$ cat config.mk
export PLATFORM = sky130hd
export DESIGN_NAME = uart_ram_addr_seq
export DESIGN_NICKNAME = d
export VERILOG_FILES = /design/src/rtl/uart_ram_addr_seq.sv
export SDC_FILE = /design/constraint.sdc
export NUM_CORES = 1
export LEC_CHECK = 0
export CORE_UTILIZATION = 54
export DETAILED_ROUTE_END_ITERATION = 8
export PLACE_DENSITY = 0.85
export SLEW_MARGIN = 20
export SYNTH_ARGS = -nofsm -noshare
export SYNTH_HDL_FRONTEND = slang
export SYNTH_SLANG_ARGS = --single-unit
export TNS_END_PERCENT = 1
$ cat constraint.sdc
create_clock -name clk -period 4.23 [get_ports clk]
set_clock_uncertainty 0.1 [all_clocks]
set_input_delay 0.6345 -clock clk [delete_from_list [all_inputs] [get_ports clk]]
set_output_delay 0.6345 -clock clk [all_outputs]
set_load 0.02 [all_outputs]
$ cat src/rtl/uart_ram_addr_seq.sv
// uart_ram_addr_seq: RAM address sequencer for the UART<->RAM data path.
// Fills the buffer RAM from received bytes, or drains it to the transmitter.
// A single done pulse marks the normal end of each transfer.
// An abort returns the block to IDLE without a done pulse.
module uart_ram_addr_seq #(
  parameter int ADDR_W = 8,
  parameter int LEN_W  = 8
) (
  input  logic              clk,
  input  logic              rst_n,
  input  logic              start_wr,
  input  logic              start_rd,
  input  logic              abort,
  input  logic [LEN_W-1:0]  length,
  input  logic [ADDR_W-1:0] base_addr,
  input  logic              rx_flag,
  input  logic              tx_busy,
  output logic [ADDR_W-1:0] ram_addr,
  output logic              ram_we,
  output logic              tx_trig,
  output logic              busy,
  output logic              done,
  output logic [LEN_W-1:0]  xfer_cnt
);

  typedef enum logic [2:0] {
    S_IDLE,
    S_WR,
    S_RD_ADDR,
    S_RD_TRIG,
    S_RD_ACK,
    S_RD_WAIT
  } state_t;

  localparam logic [ADDR_W-1:0] ADDR_ONE = {{(ADDR_W-1){1'b0}}, 1'b1};
  localparam logic [LEN_W-1:0]  LEN_ONE  = {{(LEN_W-1){1'b0}}, 1'b1};
  localparam logic [LEN_W-1:0]  LEN_ZERO = '0;

  state_t            r_state;
  logic [ADDR_W-1:0] r_addr;
  logic [LEN_W-1:0]  r_cnt;
  logic [LEN_W-1:0]  r_len;
  logic              r_done;
  logic              r_tx_trig;

  logic              w_start;
  logic              w_last;
  logic              w_wr_byte;
  logic [LEN_W-1:0]  w_len_m1;

  // Decode helpers: any start request, last-byte detection and the gated write strobe
  always_comb begin
    w_start   = start_wr | start_rd;
    w_len_m1  = r_len - LEN_ONE;
    w_last    = (r_cnt == w_len_m1);
    w_wr_byte = (r_state == S_WR) & rx_flag & ~abort;
  end

  // Transfer state machine; tx_trig is registered out of RD_TRIG so the RAM
  // read data has already been valid for a full cycle when the trigger fires
  always_ff @(posedge clk or negedge rst_n) begin
    if (!rst_n) begin
      r_state   <= S_IDLE;
      r_addr    <= '0;
      r_cnt     <= '0;
      r_len     <= '0;
      r_done    <= 1'b0;
      r_tx_trig <= 1'b0;
    end else begin
      r_done    <= 1'b0;
      r_tx_trig <= 1'b0;
      if (abort) begin
        r_state <= S_IDLE;
      end else begin
        case (r_state)
          S_IDLE: begin
            if (w_start) begin
              r_addr <= base_addr;
              r_cnt  <= '0;
              r_len  <= length;
              if (length == LEN_ZERO) begin
                r_done <= 1'b1;
              end else if (start_wr) begin
                r_state <= S_WR;
              end else begin
                r_state <= S_RD_ADDR;
              end
            end
          end
          S_WR: begin
            if (rx_flag) begin
              r_addr <= r_addr + ADDR_ONE;
              r_cnt  <= r_cnt + LEN_ONE;
              if (w_last) begin
                r_state <= S_IDLE;
                r_done  <= 1'b1;
              end
            end
          end
          S_RD_ADDR: begin
            r_state <= S_RD_TRIG;
          end
          S_RD_TRIG: begin
            r_tx_trig <= 1'b1;
            r_state   <= S_RD_ACK;
          end
          S_RD_ACK: begin
            if (tx_busy) begin
              r_state <= S_RD_WAIT;
            end
          end
          S_RD_WAIT: begin
            if (!tx_busy) begin
              r_cnt <= r_cnt + LEN_ONE;
              if (w_last) begin
                r_state <= S_IDLE;
                r_done  <= 1'b1;
              end else begin
                r_addr  <= r_addr + ADDR_ONE;
                r_state <= S_RD_ADDR;
              end
            end
          end
          default: begin
            r_state <= S_IDLE;
          end
        endcase
      end
    end
  end

  // Output mapping: the write strobe follows rx_flag combinationally, all else is registered
  always_comb begin
    ram_addr = r_addr;
    ram_we   = w_wr_byte;
    tx_trig  = r_tx_trig;
    busy     = (r_state != S_IDLE);
    done     = r_done;
    xfer_cnt = r_cnt;
  end

endmodule

# Yosys cells after proc, flatten, opt, wreduce, memory -nomap -nowiden
# Cells that the tools add are included.
[totals]
out_inout_bits = 20
ff_bits = 29
input_bits = 23
word_cells = 65
[classes]
n_reduce_logical = 8
bitwise = 4
addsub = 3
n_mux = 28
eq_ne = 16
[ops]
columns = ["cell", "count"]
rows = [
  ["8-bit two-way mux", 7],
  ["8-bit one-hot mux with 3 select lines", 2],
  ["3-bit two-way mux", 7],
  ["3-bit inequality test, second input constant", 6],
  ["3-bit one-hot mux with 6 select lines", 1],
  ["8-bit by 1-bit adder with 8-bit output, second input constant", 2],
  ["6-bit AND reduction", 2],
  ["8-bit equality test", 1],
  ["8-bit logical NOT", 1],
  ["1-bit two-way mux", 8],
  ["2-bit inequality test, second input constant", 4],
  ["8-bit by 1-bit subtractor with 8-bit output, second input constant", 1],
  ["3-bit by 2-bit equality test with 1-bit output, second input constant", 2],
  ["3-bit equality test, second input constant", 2],
  ["3-bit nonzero test", 2],
  ["5-bit AND reduction", 1],
  ["2-bit two-way mux", 2],
  ["3-bit by 1-bit equality test with 1-bit output, second input constant", 1],
  ["3-bit logical NOT", 1],
  ["1-bit one-hot mux with 3 select lines", 1],
  ["3-bit AND reduction", 1],
  ["1-bit bitwise AND", 2],
  ["1-bit inverter", 1],
  ["1-bit OR", 1],
]

# Logic depth before layout (Yosys ltp)
[logic_depth]
word_depth = 6
depth_mapped = 9
mapped_depth_nobuf = 8

# Worst setup path before layout
# No wires, ideal clock.
[synth_path]
kind = "register to output"
startpoint = "reg r_state[1]"
endpoint = "out ram_we"
arrival_ns = 1.621
slack_ns = 1.875
required_ns = 3.496
n_path_buf = 2
stages_incl_launch_ff = 5
cell_sequence = "dfrtp_1 clkbuf_2 nand2b_1 clkbuf_1 nor4b_1"
[synth_between]
elab_chain_cells = 3
[synth_lines]
columns = ["element", "line", "rtl"]
rows = [
  ["start: declaration", "39", "state_t r_state;"],
  ["start signal: assignment", "63", "r_state <= S_IDLE;"],
  ["start signal: assignment", "73", "r_state <= S_IDLE;"],
  ["start signal: assignment", "84", "r_state <= S_WR;"],
  ["3-bit by 1-bit equality test with 1-bit output", "56", "w_wr_byte = (r_state == S_WR) & rx_flag & ~abort;"],
  ["1-bit bitwise AND (2 in series)", "56", ""],
  ["end: declaration", "19", "output logic ram_we,"],
]
# Every way passes these cells.

# Worst setup path in the final report
[layout_path]
startpoint = "in abort"
endpoint = "out ram_we"
[layout_between]
elab_chain_cells = 2
[layout_lines]
columns = ["element", "line", "rtl"]
rows = [
  ["start: declaration", "13", "input logic abort,"],
  ["1-bit inverter (no source line)", "n/a", ""],
  ["1-bit bitwise AND", "56", ""],
]
# Every way passes these cells.

==> impl_metrics.toml <==
[clock_tree]
clk_path_buf_depth = 2
cts_made_buffers = 5
cts_root_buffer = "clkbuf_4"
clkTransAtPathRegs_ns = 0.09
cts_max_level = 2
clock_latency_ns = 0.33
cts_num_sinks = 29
post_cts_resized = 0
cts_tree = "built"
post_cts_buffers = 0
hold_buffers = 0

[floorplanning]
die_h_microns = 60.9
dieWidth_microns = 60.9
start_util_pct = 56.2
die-area_sq_mm = 0.00371
core_sq_mm = 0.00334
ios = 43
rows = 21

[placed_design]
dpl-instance-area_sq_mm = 0.00230
place_ws_ns = 1.21
gp_congestion = 0.892
port_buffers = 42
dp_hpwl_microns = 3020

[layout]
final_common_cell = "clkdlybuf4s50_1"
fin_util_pct = 70.5
fin_area_sq_mm = 0.00235
final_layout_size_suffix_gt1_share_pct = 11.2
final_nets = 267
syn_to_final_growth_pct = 25.4
final_cell_mix = "clkdlybuf4s50_1, dfrtp_1, nor2_1"
num_antenna_cells = 0

[setup_path]
cp_max_fo = 9
crit_required_ns = 3.50
critical_path_class = "in2out"
slowest_stage = "clkdlybuf4s50_1"
cp-start-kind = "input port"
worstPathArrival_ns = 2.21
critical_path.cell_chain = "clkdlybuf4s50_1 > nor4b_1 > clkdlybuf4s50_1"
crit_path_max_incr_delay_ns = 0.65
worst-path-buf-inv = 2
worstSetupEndpointType = "output pin"
cp_common_cell = "clkdlybuf4s50_1"
cp_top_family = "buffers and inverters"

[logic_synthesis]
synth_area_sq_mm = 0.00187
ys_seq_area_share_pct = 38.7
synth_nets = 228
yosysUniqueCellTypes = 53
synth_flop_cell = "dfrtp_1"
synth_area_per_cell_sq_um = 9.28
synthArstFlopShare_pct = 100
ys.warnings.count = 0
synth-seq-cells = 29
synth_edf_count = 0
synth_cells = 202

[pwr]
power_switching_mw = 0.616
irDropWorstVdd_mv = 0.391
clockPowerShare_pct = 11.4
p_comb_share_pct = 51.9
swShare_pct = 43.4
power_frac_seq_pct = 36.7
leakagePower_nw = 0.910
p_int_mw = 0.803
cellPowerDensity_mw_per_mm2 = 604

[timing]
finalSetupViolCount = 0
worst_pin_slew_ns = 0.713
maxSlewViolCount = 0
finalSetupTns_ns = 0
max_freq_ghz = 0.339
fin_crit_sh_pct = 69.7
rsz0062_at_grt = "false"
fin_crit_ns = 2.95
timing.final.ws_setup_ns = 1.28
slew_headroom_pct = 52.2
finalHoldViolCount = 0

[global_route]
grt_usage_pct = 24.9
grt_pass1_vias = 1478
grt_max_degree = 30
grt_pass1_wl_microns = 6850
overflow = 0
antenna_found_initial = 0

[run_status]
outcome = "completed"

[route]
wirelength_microns = 4210
ant_nets = 0
vias = 1717
first_pass_iters = 4
vias_per_cell = 5.96
drcViolationCount = 0
wl_per_cell_microns = 14.6
drt-initial-drc-count = 131

[min_path]
hold_path.class = "reg2reg"

[flow_run]
maxCapViolCount = 0
[sequential cells by signal (all words and copies together), names as in the netlist]
signal	cells
r_len	8
ram_addr	8
r_state	3
xfer_cnt	8
done	1
tx_trig	1
[metrics by stage]
stage,hold WS [ns],power (mW),instances
final,0.444,1.42,288
after global routing,0.484,1.53,288
after CTS,0.451,1.42,288
after detailed placement,0.430,1.26,280
after global placement,0.430,1.24,280
after floorplan,0.239,1.03,202
[power by group through the flow]
| stage | combinational, mW | sequential (mW) | clock (mW) |
|---|---|---|---|
| floorplan | 0.494 | 0.538 | 0 |
| detailed placement | 0.735 | 0.523 | 0 |
| global placement | 0.721 | 0.517 | 0 |
| global route | 0.812 | 0.537 | 0.176 |
| CTS | 0.738 | 0.518 | 0.165 |
| finish | 0.737 | 0.521 | 0.161 |
[worst paths after layout]
| kind | from | to | slack [ns] | depth (start not counted) |
|---|---|---|---|---|
| worst min-delay path | r_len[7]$_DFFE_PN0P_ | r_len[7]$_DFFE_PN0P_ | 0.44 | 1 |
| worst max register to register | r_len[0]$_DFFE_PN0P_ | ram_addr[1]$_DFFE_PN0P_ | 1.51 | 7 |
| min in group asynchronous | rst_n | ram_addr[4]$_DFFE_PN0P_ | 0.58 | 2 |
| worst min register to register | r_len[7]$_DFFE_PN0P_ | r_len[7]$_DFFE_PN0P_ | 0.44 | 1 |
| worst max-delay path | abort | ram_we | 1.28 | 3 |
| max in group asynchronous | rst_n | xfer_cnt[2]$_DFFE_PN0P_ | 3.16 | 2 |
[final cells by class]
cell class                      count  area (sq um)
Sequential cell                    29           726
Fill cell                         282           986
Tap cell                           46          57.6
Inverter                            5          18.8
Clock inverter                      2          10.0
Multi-Input combinational cell    156          1060
Clock buffer                        6          41.3
Timing Repair Buffer               44           435
[layer usage]
layer / GRT usage (%) / routed length (microns)
met1: 35.9 / 1950
met2: 37.7 / 1970
met3: 4.69 / 249
met4: 8.12 / 34
met5: 0 / 0
[cell usage after synthesis (5+ instances only)]
cell	n	area, sq um
dfrtp_1	29	726
nor2_1	23	86.3
o21ai_0	13	65.1
xnor2_1	13	114
nand2_1	11	41.3
nand3_1	11	55.1
mux2_2	7	78.8
nor3_1	7	35.0
a2bb2oi_1	6	52.6
a311oi_1	6	52.6
clkbuf_1	6	22.5
inv_1	5	18.8
nor2b_1	5	31.3
[cells by family (layout without fill, tap and decap cells)]
family / after synthesis / in the layout / share of synthesized area, %
simple gates: 81 / 81 / 23.5
compound gates: 52 / 52 / 20.9
flops: 29 / 29 / 38.7
buf+inv: 17 / 57 / 4.61
xor+xnor: 13 / 13 / 6.07
mux: 7 / 7 / 4.21
fa+ha+maj: 3 / 3 / 2.00
(Power assumes the default switching activity.)
